`src/rtl/interp_sequencer_if.sv`:
```
// interp_sequencer_if: command, strobe and response signals of interp_sequencer.
// The master modport is the sequencer and the slave modport is its environment
// (solver control unit plus interpolation module).
// lat_last and CNT_WIDTH exist only when INTERP_LAT_CNT_EN is defined.
interface interp_sequencer_if #(
    parameter int unsigned WORD_SIZE     = 16,
    parameter int unsigned ADDRESS_WIDTH = 16
`ifdef INTERP_LAT_CNT_EN
    ,
    parameter int unsigned CNT_WIDTH     = 16
`endif
);
    logic                     cmd_valid;
    logic                     cmd_ready;
    logic [1:0]               cmd_type;
    logic [WORD_SIZE-1:0]     cmd_tk;
    logic [ADDRESS_WIDTH-1:0] cmd_uk;
    logic                     init_sg;
    logic                     update_sg;
    logic                     start_sg;
    logic                     alert_sg;
    logic [WORD_SIZE-1:0]     tk_port;
    logic [ADDRESS_WIDTH-1:0] uk_port;
    logic                     done_sg;
    logic                     overflow;
    logic                     resp_valid;
    logic                     resp_overflow;
    logic                     resp_timeout;
    logic [1:0]               err_sticky;
    logic                     clr_err;
`ifdef INTERP_LAT_CNT_EN
    logic [CNT_WIDTH-1:0]     lat_last;
`endif

    modport master (
        input  cmd_valid, cmd_type, cmd_tk, cmd_uk, done_sg, overflow, clr_err,
        output cmd_ready, init_sg, update_sg, start_sg, alert_sg, tk_port, uk_port,
`ifdef INTERP_LAT_CNT_EN
        output lat_last,
`endif
        output resp_valid, resp_overflow, resp_timeout, err_sticky
    );

    modport slave (
        output cmd_valid, cmd_type, cmd_tk, cmd_uk, done_sg, overflow, clr_err,
        input  cmd_ready, init_sg, update_sg, start_sg, alert_sg, tk_port, uk_port,
`ifdef INTERP_LAT_CNT_EN
        input  lat_last,
`endif
        input  resp_valid, resp_overflow, resp_timeout, err_sticky
    );
endinterface

```
`src/rtl/interp_sequencer.sv`:
```
// interp_sequencer: accepts one command at a time, fires the matching strobe to the
// interpolation module, waits for done_sg (START only) or a timeout, then returns a
// one-cycle response and accumulates sticky error flags.
// Optional: define INTERP_LAT_CNT_EN to add lat_last (WAIT_DONE length of last START).
module interp_sequencer #(
    parameter int unsigned WORD_SIZE      = 16,
    parameter int unsigned ADDRESS_WIDTH  = 16,
    parameter int unsigned CNT_WIDTH      = 16,
    parameter int unsigned TIMEOUT_CYCLES = 1024
) (
    input logic                clk,
    input logic                rst,
    interp_sequencer_if.master bus
);
    localparam logic [1:0] CmdInit   = 2'd0;
    localparam logic [1:0] CmdUpdate = 2'd1;
    localparam logic [1:0] CmdStart  = 2'd2;
    localparam logic [1:0] CmdAlert  = 2'd3;

    localparam bit TimeoutEn = (TIMEOUT_CYCLES != 0);
    // Only meaningful when TimeoutEn; wraps harmlessly otherwise.
    localparam logic [CNT_WIDTH-1:0] TimeoutLast = CNT_WIDTH'(TIMEOUT_CYCLES - 1);

    typedef enum logic [1:0] {StIdle, StPulse, StWaitDone, StComplete} state_e;

    state_e                   state;
    logic [1:0]               type_q;
    logic [CNT_WIDTH-1:0]     cnt_q;
    logic [WORD_SIZE-1:0]     tk_q;
    logic [ADDRESS_WIDTH-1:0] uk_q;

    logic [CNT_WIDTH-1:0]     cnt_inc;
    logic [1:0]               err_base;
    logic                     timeout_hit;

    assign bus.tk_port = tk_q;
    assign bus.uk_port = uk_q;

`ifdef INTERP_LAT_CNT_EN
    logic [CNT_WIDTH-1:0] lat_q;
    assign bus.lat_last = lat_q;
`endif

    // Saturating counter increment, sticky base after clear, timeout detect
    always_comb begin
        cnt_inc     = (&cnt_q) ? cnt_q : cnt_q + 1'b1;
        err_base    = bus.clr_err ? 2'b00 : bus.err_sticky;
        timeout_hit = TimeoutEn && (cnt_q == TimeoutLast);
    end

    // Sequencer FSM with registered strobes, handshake and response outputs
    always_ff @(posedge clk or posedge rst) begin
        if (rst) begin
            state             <= StIdle;
            type_q            <= CmdInit;
            cnt_q             <= '0;
            tk_q              <= '0;
            uk_q              <= '0;
            bus.cmd_ready     <= 1'b1;
            bus.init_sg       <= 1'b0;
            bus.update_sg     <= 1'b0;
            bus.start_sg      <= 1'b0;
            bus.alert_sg      <= 1'b0;
            bus.resp_valid    <= 1'b0;
            bus.resp_overflow <= 1'b0;
            bus.resp_timeout  <= 1'b0;
            bus.err_sticky    <= 2'b00;
`ifdef INTERP_LAT_CNT_EN
            lat_q             <= '0;
`endif
        end else begin
            // Strobes and response are single-cycle pulses by default
            bus.init_sg       <= 1'b0;
            bus.update_sg     <= 1'b0;
            bus.start_sg      <= 1'b0;
            bus.alert_sg      <= 1'b0;
            bus.resp_valid    <= 1'b0;
            bus.resp_overflow <= 1'b0;
            bus.resp_timeout  <= 1'b0;
            bus.err_sticky    <= err_base;

            unique case (state)
                StIdle: begin
                    if (bus.cmd_valid) begin
                        type_q        <= bus.cmd_type;
                        tk_q          <= bus.cmd_tk;
                        uk_q          <= bus.cmd_uk;
                        bus.cmd_ready <= 1'b0;
                        state         <= StPulse;
                        unique case (bus.cmd_type)
                            CmdInit:   bus.init_sg   <= 1'b1;
                            CmdUpdate: bus.update_sg <= 1'b1;
                            CmdStart:  bus.start_sg  <= 1'b1;
                            CmdAlert:  bus.alert_sg  <= 1'b1;
                            default:   ;
                        endcase
                    end
                end
                StPulse: begin
                    if (type_q == CmdStart) begin
                        cnt_q <= '0;
                        state <= StWaitDone;
                    end else begin
                        bus.resp_valid <= 1'b1;
                        state          <= StComplete;
                    end
                end
                StWaitDone: begin
                    // done takes priority over a coincident timeout
                    if (bus.done_sg || timeout_hit) begin
                        bus.resp_valid    <= 1'b1;
                        bus.resp_overflow <= bus.done_sg & bus.overflow;
                        bus.resp_timeout  <= ~bus.done_sg;
                        bus.err_sticky    <= err_base | {~bus.done_sg, bus.done_sg & bus.overflow};
`ifdef INTERP_LAT_CNT_EN
                        lat_q             <= cnt_inc;
`endif
                        state             <= StComplete;
                    end else begin
                        cnt_q <= cnt_inc;
                    end
                end
                StComplete: begin
                    bus.cmd_ready <= 1'b1;
                    state         <= StIdle;
                end
                default: state <= StIdle;
            endcase
        end
    end
endmodule

```
`src/flat_wrapper.sv`:
```
// flat-port wrapper written by rule: the top's interface ports become plain ports
module interp_sequencer_flat 
#(
    parameter int unsigned WORD_SIZE      = 16,
    parameter int unsigned ADDRESS_WIDTH  = 16,
    parameter int unsigned CNT_WIDTH      = 16,
    parameter int unsigned TIMEOUT_CYCLES = 1024
)
  (clk, rst, bus_cmd_valid, bus_cmd_type, bus_cmd_tk, bus_cmd_uk, bus_done_sg, bus_overflow, bus_clr_err, bus_cmd_ready, bus_init_sg, bus_update_sg, bus_start_sg, bus_alert_sg, bus_tk_port, bus_uk_port, bus_resp_valid, bus_resp_overflow, bus_resp_timeout, bus_err_sticky);
  interp_sequencer_if #(.WORD_SIZE(WORD_SIZE), .ADDRESS_WIDTH(ADDRESS_WIDTH)) bus_i ();
  input logic clk;
  input logic rst;
  input wire logic [$bits(bus_i.cmd_valid)-1:0] bus_cmd_valid;
  input wire logic [$bits(bus_i.cmd_type)-1:0] bus_cmd_type;
  input wire logic [$bits(bus_i.cmd_tk)-1:0] bus_cmd_tk;
  input wire logic [$bits(bus_i.cmd_uk)-1:0] bus_cmd_uk;
  input wire logic [$bits(bus_i.done_sg)-1:0] bus_done_sg;
  input wire logic [$bits(bus_i.overflow)-1:0] bus_overflow;
  input wire logic [$bits(bus_i.clr_err)-1:0] bus_clr_err;
  output wire logic [$bits(bus_i.cmd_ready)-1:0] bus_cmd_ready;
  output wire logic [$bits(bus_i.init_sg)-1:0] bus_init_sg;
  output wire logic [$bits(bus_i.update_sg)-1:0] bus_update_sg;
  output wire logic [$bits(bus_i.start_sg)-1:0] bus_start_sg;
  output wire logic [$bits(bus_i.alert_sg)-1:0] bus_alert_sg;
  output wire logic [$bits(bus_i.tk_port)-1:0] bus_tk_port;
  output wire logic [$bits(bus_i.uk_port)-1:0] bus_uk_port;
  output wire logic [$bits(bus_i.resp_valid)-1:0] bus_resp_valid;
  output wire logic [$bits(bus_i.resp_overflow)-1:0] bus_resp_overflow;
  output wire logic [$bits(bus_i.resp_timeout)-1:0] bus_resp_timeout;
  output wire logic [$bits(bus_i.err_sticky)-1:0] bus_err_sticky;
  assign bus_i.cmd_valid = bus_cmd_valid;
  assign bus_i.cmd_type = bus_cmd_type;
  assign bus_i.cmd_tk = bus_cmd_tk;
  assign bus_i.cmd_uk = bus_cmd_uk;
  assign bus_i.done_sg = bus_done_sg;
  assign bus_i.overflow = bus_overflow;
  assign bus_i.clr_err = bus_clr_err;
  assign bus_cmd_ready = bus_i.cmd_ready;
  assign bus_init_sg = bus_i.init_sg;
  assign bus_update_sg = bus_i.update_sg;
  assign bus_start_sg = bus_i.start_sg;
  assign bus_alert_sg = bus_i.alert_sg;
  assign bus_tk_port = bus_i.tk_port;
  assign bus_uk_port = bus_i.uk_port;
  assign bus_resp_valid = bus_i.resp_valid;
  assign bus_resp_overflow = bus_i.resp_overflow;
  assign bus_resp_timeout = bus_i.resp_timeout;
  assign bus_err_sticky = bus_i.err_sticky;
  interp_sequencer #(.WORD_SIZE(WORD_SIZE), .ADDRESS_WIDTH(ADDRESS_WIDTH), .CNT_WIDTH(CNT_WIDTH), .TIMEOUT_CYCLES(TIMEOUT_CYCLES)) u_core (.clk(clk), .rst(rst), .bus(bus_i));
endmodule
```
`config.mk`:
```
export PLATFORM = sky130hd
export DESIGN_NAME = interp_sequencer_flat
export DESIGN_NICKNAME = d
export VERILOG_FILES = /design/src/rtl/interp_sequencer_if.sv /design/src/rtl/interp_sequencer.sv /design/src/flat_wrapper.sv
export SDC_FILE = /design/constraint.sdc
export NUM_CORES = 1
export LEC_CHECK = 0
export ABC_AREA = 1
export ABC_CLOCK_PERIOD_IN_PS = 2500
export CAP_MARGIN = 20
export CORE_UTILIZATION = 48
export CTS_CLUSTER_SIZE = 25
export DETAILED_ROUTE_END_ITERATION = 8
export PLACE_DENSITY_LB_ADDON = 0.15
export SETUP_SLACK_MARGIN = 0.05
export SLEW_MARGIN = 25
export SYNTH_ARGS = -nofsm -noshare
export SYNTH_HDL_FRONTEND = slang
export SYNTH_SLANG_ARGS = --single-unit
```
`constraint.sdc`:
```
create_clock -name clk -period 2.5 [get_ports clk]
set_clock_uncertainty 0.2 [all_clocks]
set_input_delay 0.5 -clock clk [delete_from_list [all_inputs] [get_ports clk]]
set_output_delay 0.5 -clock clk [all_outputs]
set_load 0.005 [all_outputs]
```
* Yosys cells after proc, flatten, opt, wreduce, memory -nomap -nowiden
Index checks and enable logic that the tools add are counted.
Cells by class: muxes and demuxes 32, equality and inequality tests 13, bitwise logic cells 3, reduce and logical (&&, ||, !) cells 10, $add $sub $neg 1
Operators with widths (count):
- 16-bit 2-to-1 mux | 3
- 16-bit one-hot mux with 2 select lines | 1
- 1-bit 2-to-1 mux | 20
- 16-bit by 1-bit adder with 16-bit output, second input constant | 1
- 16-bit by 10-bit == test with 1-bit output, second input constant | 1
- 16-bit AND reduction | 1
- 2-bit == test, second input constant | 5
- 2-bit 2-to-1 mux | 5
- 2-bit one-hot mux with 4 select lines | 1
- 2-bit inequality test, second input constant | 3
- 2-bit AND reduction | 3
- 2-bit by 1-bit == test with 1-bit output, second input constant | 2
- 2-bit zero test | 2
- 2-bit by 1-bit inequality test with 1-bit output, second input constant | 2
- 1-bit one-hot mux with 2 select lines | 2
- 4-bit AND reduction | 1
- 2-bit nonzero test | 2
- 2-bit bitwise OR | 1
- 1-bit AND | 1
- 1-bit logical OR | 1
- 1-bit inverter | 1
Word-level totals: flip-flop bits (word level) 62, word-level logic and storage cells 73, input port bits 40, output and inout bits 42

* Depth between registers and ports, before layout
Gate-level depths: netlist of run 1.
depth after elaboration 4, gate-level depth with buffers 11

* Least setup slack after synthesis of run 1
No wires, ideal clock.
path kind register to register, start point register u_core.state[0], end point register u_core.tk_q[0] (netlist: u_core.bus.tk_port[0]), required time 2183 ps, cell stages (with the launch flop) 8, library setup time 117 ps, path slack 811 ps, arrival 1372 ps, period minus slack after synthesis 1689 ps, buffers on the path 1, path through dfrtp_1 -> inv_1 -> ha_1 -> nand2_1 -> clkinv_1 -> clkbuf_1 -> nand2_1 -> nand2_1
Between the ends: cells in the longest elaborated chain, start to end 2
Ends and longest elaborated chain:
- from (decl) | RTL line interp_sequencer.sv:26 | state_e state;
- from (signal assigned) | RTL line interp_sequencer.sv:54 | state <= StIdle;
- from (signal assigned) | RTL line interp_sequencer.sv:89 | state <= StPulse;
- from (signal assigned) | RTL line interp_sequencer.sv:102 | state <= StWaitDone;
- 2-bit zero test | RTL line interp_sequencer.sv:82 | unique case (state)
- 2-bit AND reduction (no line)
- to (signal assigned) | RTL line interp_sequencer.sv:86 | tk_q <= bus.cmd_tk;
- to (decl) | RTL line interp_sequencer.sv:29 | logic [WORD_SIZE-1:0] tk_q;
No other way between the ends. A chain may end at the register's enable or synchronous reset.

* Worst setup path in the final report of run 1
start point register u_core.state[0], end point register u_core.state[1]
Between the ends: cells in the longest elaborated chain, start to end 3, elaborated cells between the ends (all ways) 8
Ends and longest elaborated chain (RTL line):
- 2-bit == test or 2-bit zero test (tied branches) | interp_sequencer.sv:82
- 2-bit by 1-bit inequality test with 1-bit output (no line) or 2-bit inequality test (tied branches)
- 2-bit AND reduction (no line)
Parallel ways exist; a longest one is shown, timed or not.

==> results of run 1 <==
## logic make-up after synthesis
family	Yosys count
compound gates	41
flops	62
buf+inv	35
simple gates	194
xor+xnor	1
fa+ha+maj	5
## routing by layer
layer	GRT usage (%)	wire length, µm	vias to the layer above
met5	0	0	-
met4	10.00	117	0
met3	5.943	333	10
met2	35.56	3083	64
met1	27.08	2849	1158
li1	-	-	1237
## sequential cells by signal, indices dropped and copies added (netlist names), 2 cells and up
| name | cells |
|---|---|
| u_core.cnt_q | 16 |
| u_core.type_q | 2 |
| u_core.state | 2 |
| u_core.bus.err_sticky | 2 |
| u_core.bus.tk_port | 16 |
| u_core.bus.uk_port | 16 |
## where the power goes
group,internal [µW],switching [µW]
sequential,1320,181
combinational,768,815
clock,474,370
total,2570,1370
## layout make-up
type	instances	area [µm²]	share of cell area, %
sequential	62	1553	39.22
multi-input combinational	241	1174	29.65
timing repair buffer	86	860.8	21.74
clock buffer	10	137.6	3.477
inverter	25	93.84	2.370
tap	72	90.09	2.276
clock inverter	5	50.05	1.264
## placed cells by master, fill, tap and decap left out, types with 2 or more instances in the layout
cell / n
nor2_1: 19
clkinv_1: 2
o21bai_1: 5
nor3_1: 2
inv_1: 22
nor2_2: 2
o22ai_1: 2
buf_4: 4
clkinv_2: 4
nand2_1: 140
ha_1: 5
dfrtp_1: 61
clkdlybuf4s50_1: 81
nand4_1: 5
a21oi_1: 5
nand2_2: 9
a21o_1: 2
o21ai_0: 11
o21ai_2: 14
nand3_1: 12
clkbuf_8: 10
or2_2: 2
## how the worst min path moves through the flow
stage	endpoint	cells past startpoint	slack [ns]	start
final	u_core.bus.tk_port[8]	2	0.27	rst
after global routing	u_core.bus.tk_port[11]	2	0.30	rst
after CTS	u_core.bus.tk_port[6]	2	0.28	rst
after detailed placement	u_core.bus.uk_port[15]	2	0.26	u_core.bus.uk_port[15]
after global placement	u_core.bus.uk_port[9]	2	0.26	u_core.bus.uk_port[9]
after floorplan	u_core.type_q[0]	2	0.24	u_core.type_q[0]
## metrics by stage
| stage | instance area, µm² | utilization [%] |
|---|---|---|
| CTS | 3959 | 70.17 |
| floorplan | 2893 | - |
| global placement | 3771 | 66.84 |
| finish | 3959 | 70.17 |
| detailed placement | 3771 | 66.84 |
| global route | 3959 | 70.17 |
## critical path: stages (launching register included)
cell and delay, ns:
dfrtp_1 0.41, inv_1 0.14, ha_1 0.39, clkinv_1 0.31
o21ai_0 0.47, o21ai_0 0.15
==> results.md, run 1 <==
- Register area share after synthesis: 53.68%
- Fraction of the cycle the final worst path needs: 88.20%
- Die Area: 6341 µm²
- Final TNS setup: 0 ns
- Worst-path fanout max: 9
- Crit Path Category: reg -> reg
- Antenna-violating nets left: 0
- Adder and majority gate portion of the synthesized area: 2.163%
- Worst Setup SP: u_core.state[0]
- Async S/R FF share, synth: 100.0%
- Post-synthesis mux area share: 0%
- Synthesis Warnings: 0
- Status: finished, final reports clean
- Syn_area_per_cell: 8.559 µm²
- Count leader, synth: nand2_1
- # port buffers: 81
- Final non-filler cell total: ~500
- Worst R2R Path Depth: 5
- Pre-CTS setup slack: 0.3356 ns
- Layout cells sized above 1: 12.12%
- CTS max path bufs: 2
- R2R Path Start: u_core.state[0]
- First-pass iteration count of the detailed router: 4
- CTS buffer count: 9
- R2R Setup Slk: 0.30 ns
- Synth Area in XOR/XNOR: 0.3028%
- Setup slack after layout: 0.2951 ns
- Top cell type's share of synthesized area: 52.77%
- Vias per cell: ~5
- Tot Pwr: 3933 µW
- Cells after Synth: 338
- P&R area growth vs syn: 36.85%
- Hold Path Class: in -> async
- CP startpoint kind: flip-flop
- Mapped Nets: between 300 and 400
- FF-to-FF End: u_core.state[1]
- Clock transition at path regs: 0.07 ns
- EDFF count, synth: 0
- Worst vdd ir: 0.0005728 V
- Largest family of logic cells by synthesized area: simple AND/OR/NAND/NOR gates
- Simple logic cell fraction of the synthesized area: 28.29%
- CTS resizes: 0
- Tmin final: 2.205 ns
- Number of fill cells: between 400 and 500
- Setup Viol. Count Final: 0
- Initial Util: 51.28%
- Row count: 27
- Antenna violations before repair: 0
- Routability cong.: 0.8580
- Gr usage total: 21.90%
- Pwr per Cell Area: between 900 and 1000 nW/µm²
- Hold_buf cts: 0
- #FFs+latches synth: 62
- Global route total overflow: 0
- Sink Count: 62
- Leak: 0.001902 µW
- Insertion delay of the later-clocked pin in the worst-skew pair: 0.33 ns
- Nets: 470
- Total inserted antenna cells: 0
- Root buf cell: clkbuf_8
- Unrepaired setup endpoints after global routing: no
- WL/cell: 12.74 µm
- Hold WS: 0.2707 ns
- CTS tree: yes
- Post-Syn Area: between 2000 and 3000 µm²
- Synth area leaders: dfrtp_1, nand2_1, o21ai_2, inv_1, nor2_1
- Drt total wl: between 6000 and 7000 µm
- Post-CTS Setup Inserts: 0
- CP Capture Type: flip-flop
- First-pass GRT wire length: about 10000 µm
- DRT iter0 DRCs: 140
- Commonest cells post-synth: nand2_1, dfrtp_1, inv_1, nor2_1, o21ai_2
- Max Cap Violations: 0
- CP endpoint: u_core.state[1]
- Largest net degree at the start of global routing: 36
- DIE HEIGHT: about 80 µm
- Worst Path Required: approximately 2.5 ns
- Compound-gate portion of the synthesized area: 9.818%
- Slew HR: 69.06%
- Vias in the first global route: 2336
- WP data arrival: 2.20 ns
- Post-synth top area cell: dfrtp_1
- Post-synth cell types: 29
- DP Wirelength: 4430 µm
- DRC viols: 0
- Dpl cells: 486
- Width of the die: 79.63 µm
- Worst-margin pin slew: 0.4592 ns
- Num ports: 82
- DR vias: ~2500
- F_max: 0.4535 GHz
- Top_reg_cell synth: dfrtp_1
- Max-slew violations: 0
- H-tree depth: 3
- Final hold vios: 0
- Core Area: 5642 µm²
(Power assumes the default switching activity.)
==> inputs of run 2 (changes only) <==
--- a/config.mk
+++ b/config.mk
@@ -7,12 +7,11 @@
 export LEC_CHECK = 0
 export ABC_AREA = 1
 export ABC_CLOCK_PERIOD_IN_PS = 2500
-export CAP_MARGIN = 20
 export CORE_UTILIZATION = 48
 export CTS_CLUSTER_SIZE = 25
 export DETAILED_ROUTE_END_ITERATION = 8
 export PLACE_DENSITY_LB_ADDON = 0.15
-export SETUP_SLACK_MARGIN = 0.05
+export SETUP_SLACK_MARGIN = 0.15
 export SLEW_MARGIN = 25
 export SYNTH_ARGS = -nofsm -noshare
 export SYNTH_HDL_FRONTEND = slang
==> run 2 against run 1 <==
  * Die area stayed put
  * Non-clock buffer count is the same
  * Clock power about the same
  * First-iteration DRC count is 0.71% higher
  * Sequential share of layout area is the same
  * Fmax is 3.5% higher
  * Critical path type unchanged
==> results.md, run 2 (synthesis gave the netlist of run 1 again) <==
- Vias per cell: 4.920
- Antenna violations before repair: 0
- Fin util: between 70% and 80%
- Post-CTS Setup Inserts: 0
- Drt total wl: 6410 µm
- CTS resizes: 0
- DIE HEIGHT: 79.63 µm
- Initial Util: 51.28%
- WP data arrival: 2.14 ns
- First-pass GRT wire length: 10460 µm
- Hold_buf cts: 0
- Largest net degree at the start of global routing: 36
- Final hold vios: 0
- # port buffers: 81
- CTS max path bufs: 2
- Setup Viol. Count Final: 0
- Leak: around 0.0019 µW
- Clock transition at path regs: 0.07 ns
- Worst Path Required: approximately 2.5 ns
- WL/cell: 12.79 µm
- Slowest CP cell: dfrtp_1
- Core Area: roughly 5600 µm²
- P&R area growth vs syn: 36.85%
- CTS tree: yes
- Max Cap Violations: 0
- Buf/Inv on CP: 2
- Worst-path fanout max: 32
- First-pass iteration count of the detailed router: 4
- Hold Path Class: in -> async
- Unrepaired setup endpoints after global routing: no
- Antenna-violating nets left: 0
- Sink Count: between 60 and 70
- Critical-path cell list: inv_1 > ha_1 > o21ai_0 > inv_1 > nor2_1 > nand3_4 > nand2_1 > o21ai_2
- R2R Setup Slk: 0.37 ns
- Worst-margin pin slew: 0.4546 ns
- Row count: 27
- Final TNS setup: 0 ns
- Layout cells sized above 1: between 10 and 15%
- Nets: 470
- Pwr per Cell Area: about 990 nW/µm²
- Root buf cell: clkbuf_8
- CP startpoint kind: flip-flop
- CP Capture Type: flip-flop
- Commonest non-fill, non-tap cell in the layout: nand2_1
- CTS buffer count: 9
- Status: finished, final reports clean
- DRT iter0 DRCs: 141
- Insertion delay of the later-clocked pin in the worst-skew pair: 0.33 ns
- Crit Path Category: reg -> reg
- Max-slew violations: 0
- Worst vdd ir: between 0.0005 and 0.0006 V
- Tmin final: 2.131 ns
- CP top delay family: simple AND/OR/NAND/NOR gates
- Num ports: 82
- DR vias: 2465
- Die Area: 6341 µm²
- Fraction of the cycle the final worst path needs: 85.24%
- Gr usage total: a little over a fifth
- H-tree depth: 3
- Global route total overflow: 0
- Most frequent cells in the layout: nand2_1, clkdlybuf4s50_1, dfrtp_1, inv_1, nor2_1
- Slew HR: 69.69%
- Vias in the first global route: 2336
- Routability cong.: around 0.86
- F_max: 0.4692 GHz
- DRC viols: 0
- Total inserted antenna cells: 0
- Crit path largest cell delay: 0.43 ns
- Width of the die: ~80 µm
- DP Wirelength: around 4400 µm
- Crit-path most repeated cell: inv_1
[run 2: cell types whose count changed in the layout (fill, tap and decap cells not counted)]
| cell | delta |
|---|---|
| o21ai_0 | -1 |
| o21ai_1 | +1 |
[run 2: layout make-up]
| type | instances | area, µm² |
|---|---|---|
| well taps | 72 | 90.09 |
| multi-input cells | 241 | 1174 |
| fillers | 454 | 1683 |
| clock buffers | 10 | 137.6 |
| flip-flops and latches | 62 | 1553 |
| inverters | 25 | 93.84 |
| clock inverters | 5 | 50.05 |
| repair buffers | 86 | 860.8 |
[run 2: per-layer routing]
metal / vias to the layer above / wire [µm] / track usage [%]
li1: 1236 / - / -
met1: 1156 / 2894 / 27.08
met2: 63 / 3088 / 35.56
met3: 10 / 309 / 5.943
met4: 0 / 117 / 10.00
met5: - / 0 / 0
[run 2: path summary, 6_finish.rpt]
kind,depth (start not counted),start,endpoint
setup / recovery,8,u_core.state[1],u_core.cnt_q[12]
hold / removal,2,rst,u_core.bus.tk_port[8]
setup reg to reg,8,u_core.state[1],u_core.cnt_q[12]
hold reg to reg,2,u_core.bus.uk_port[2],u_core.bus.uk_port[2]
max in group asynchronous,3,rst,u_core.cnt_q[3]
min in group clk,2,u_core.bus.uk_port[2],u_core.bus.uk_port[2]
[run 2: metrics by stage]
step	total power, µW	instance area, µm²	hold WS [ns]	setup WS (ns)	std cells
after detailed placement	3109	3771	0.2637	0.3356	486
after global placement	3059	3771	0.2600	0.4046	486
final	3936	3959	0.2709	0.3689	501
after CTS	3979	3959	0.2751	0.3072	501
after global routing	4222	3959	0.3014	0.1847	501
after floorplan	2453	2893	0.2438	0.2603	338
[run 2: report_power, final]
part / switching (µW) / internal [µW] / leakage, µW / total [µW]
clock network: 371 / 474 / 0.000102 / 845
registers: 181 / 1320 / 0.000805 / 1510
logic: 816 / 769 / 0.000996 / 1580
[run 2: worst register-to-register path, stage by stage (launching register included)]
cell	delay, ns
dfrtp_1	0.43
inv_1	0.09
ha_1	0.18
o21ai_0	0.15
inv_1	0.09
nor2_1	0.21
nand3_4	0.39
nand2_1	0.21
o21ai_2	0.06
==> inputs of run 3 (changes only) <==
--- a/config.mk
+++ b/config.mk
@@ -7,9 +7,10 @@
 export LEC_CHECK = 0
 export ABC_AREA = 1
 export ABC_CLOCK_PERIOD_IN_PS = 2500
-export CORE_UTILIZATION = 48
+export CORE_UTILIZATION = 50
 export CTS_CLUSTER_SIZE = 25
 export DETAILED_ROUTE_END_ITERATION = 8
+export DONT_BUFFER_PORTS = 1
 export PLACE_DENSITY_LB_ADDON = 0.15
 export SETUP_SLACK_MARGIN = 0.15
 export SLEW_MARGIN = 25
==> run 3 against run 2 <==
  * Critical endpoint is now u_core.cnt_q[0]
  * Core utilization fell by 13 points
  * Fmax rose by 3.8%
  * First-iteration DRC count fell by 27%
  * Largest cell class unchanged
  * Setup slack gained 0.079 ns
  * Register-to-register slack better by 0.08 ns
  * Sequential share of layout area is 10 points higher
  * Worst hold slack got worse by 0.24 ns
  * Largest power group is now registers
  * Final area is 20% lower
==> results.md, run 3 (synthesis gave the netlist of run 1 again) <==
- DR vias: around 2100
- Worst vdd ir: 0.0005430 V
- Antenna violations before repair: 0
- Worst-path fanout max: 32
- Worst-margin pin slew: 0.4829 ns
- DRC viols: 0
- Gr usage total: 19.55%
- Setup Viol. Count Final: 0
- Buf/Inv on CP: 2
- WL/cell: 12.75 µm
- Max-slew violations: 0
- Width of the die: 78.06 µm
- Dpl cells: ~400
- CTS buffer count: 9
- Vias in the first global route: 2007
- Total inserted antenna cells: 0
- Insertion delay of the later-clocked pin in the worst-skew pair: 0.33 ns
- Leak: 0.001588 µW
- Slowest CP cell: dfrtp_1
- H-tree depth: 3
- R2R Setup Slk: around 0.45 ns
- Max Cap Violations: 0
- Post-CTS Setup Inserts: 0
- Initial Util: between 50% and 60%
- CP top delay family: simple AND/OR/NAND/NOR gates
- Commonest non-fill, non-tap cell in the layout: nand2_1
- CTS tree: yes
- F_max: 0.4872 GHz
- P&R area growth vs syn: 8.867%
- CTS max path bufs: 2
- Final TNS setup: 0 ns
- Sink Count: 62
- Final non-filler cell total: 423
- Number of fill cells: 545
- CP Capture Type: flip-flop
- Crit Path Category: reg -> reg
- Area of the multi-input gates: 1174 µm²
- Core Area: 5540 µm²
- WP data arrival: 2.06 ns
- Hold Path Class: in -> reg
- Slew HR: 67.76%
- Root buf cell: clkbuf_8
- Critical-path cell list: inv_1 > ha_1 > o21ai_0 > inv_1 > nor2_1 > nand3_4 > nand2_1 > o21ai_2
- Unrepaired setup endpoints after global routing: no
- Clock transition at path regs: around 0.070 ns
- Sequential cell area: 1553 µm²
- Vias per cell: 4.988
- Num ports: 82
- Drt total wl: roughly 5400 µm
- Nets: 391
- Crit path largest cell delay: between 0.4 and 0.5 ns
- Tmin final: 2.052 ns
- Routability cong.: 0.7855
- First-pass iteration count of the detailed router: 4
- DIE HEIGHT: a little under 80 µm
- Status: finished, final reports clean
- Fraction of the cycle the final worst path needs: between 80 and 90%
- DP Wirelength: 3788 µm
- Crit-path most repeated cell: inv_1
- Antenna-violating nets left: 0
- Most frequent cells in the layout: nand2_1, dfrtp_1, inv_1, nor2_1, o21ai_2
- First-pass GRT wire length: 9094 µm
- CP startpoint kind: flip-flop
- Layout cells sized above 1: 15.38%
- Global route total overflow: 0
- Final hold vios: 0
- Worst Path Required: 2.51 ns
- # port buffers: 0
- Die Area: 6093 µm²
- Row count: 27
- Largest net degree at the start of global routing: 36
- Pwr per Cell Area: 1045 nW/µm²
- DRT iter0 DRCs: approximately 100
-- run 3: path summary, 6_finish.rpt --
path	start	to	cells past startpoint
worst max-delay path	u_core.state[1]	u_core.cnt_q[0]	8
worst min-delay path	bus_cmd_type[1]	u_core.bus.update_sg	1
worst max register to register	u_core.state[1]	u_core.cnt_q[0]	8
worst min register to register	u_core.type_q[0]	u_core.type_q[0]	2
max in group asynchronous	rst	u_core.cnt_q[3]	3
min in group asynchronous	rst	u_core.bus.tk_port[4]	2
-- run 3: layout make-up --
| cell class | instances | share of cell area, % |
|---|---|---|
| repair buffers | 7 | 2.145 |
| inverters | 25 | 2.980 |
| flip-flops and latches | 62 | 49.30 |
| clock buffers | 9 | 3.933 |
| multi-input cells | 241 | 37.27 |
| clock inverters | 7 | 1.510 |
| well taps | 72 | 2.861 |
-- run 3: per-stage QoR --
stage / hold WS (ns) / util (%) / instance area (µm²) / power (µW) / setup WS (ns)
final: 0.02646 / 56.84 / 3149 / 3290 / 0.4475
after global routing: 0.008875 / 56.84 / 3149 / 3544 / 0.2641
after global placement: 0.2473 / 53.57 / 2968 / 2515 / 0.5243
after detailed placement: 0.2385 / 53.57 / 2968 / 2558 / 0.4496
after floorplan: 0.2438 / - / 2893 / 2453 / 0.2603
after CTS: 0.01122 / 56.84 / 3149 / 3333 / 0.4296
-- run 3: what timing repair did --
item / CTS / global route
hold buffers: 1 / 0
setup endpoints to repair: 0 / 0
gates resized for setup: 0 / 0
hold endpoints to repair: 18 / 0
-- run 3: worst reg2reg max path, cell delays in order, from the launching register on --
cell and delay [ns]:
dfrtp_1 0.42, inv_1 0.08, ha_1 0.18, o21ai_0 0.13
inv_1 0.07, nor2_1 0.17, nand3_4 0.38, nand2_1 0.22
o21ai_2 0.07
-- run 3: per-layer routing --
metal  routed length, µm  global-route usage [%]
met3                 379                   7.907
met4                  68                   7.778
met5                   0                       0
met1                2570                   26.04
met2                2375                   28.42
-- run 3: power by group --
| part | switching (µW) | total (µW) | internal [µW] |
|---|---|---|---|
| clock | 404 | 765 | 360 |
| combinational | 659 | 963 | 303 |
| sequential | 236 | 1560 | 1330 |
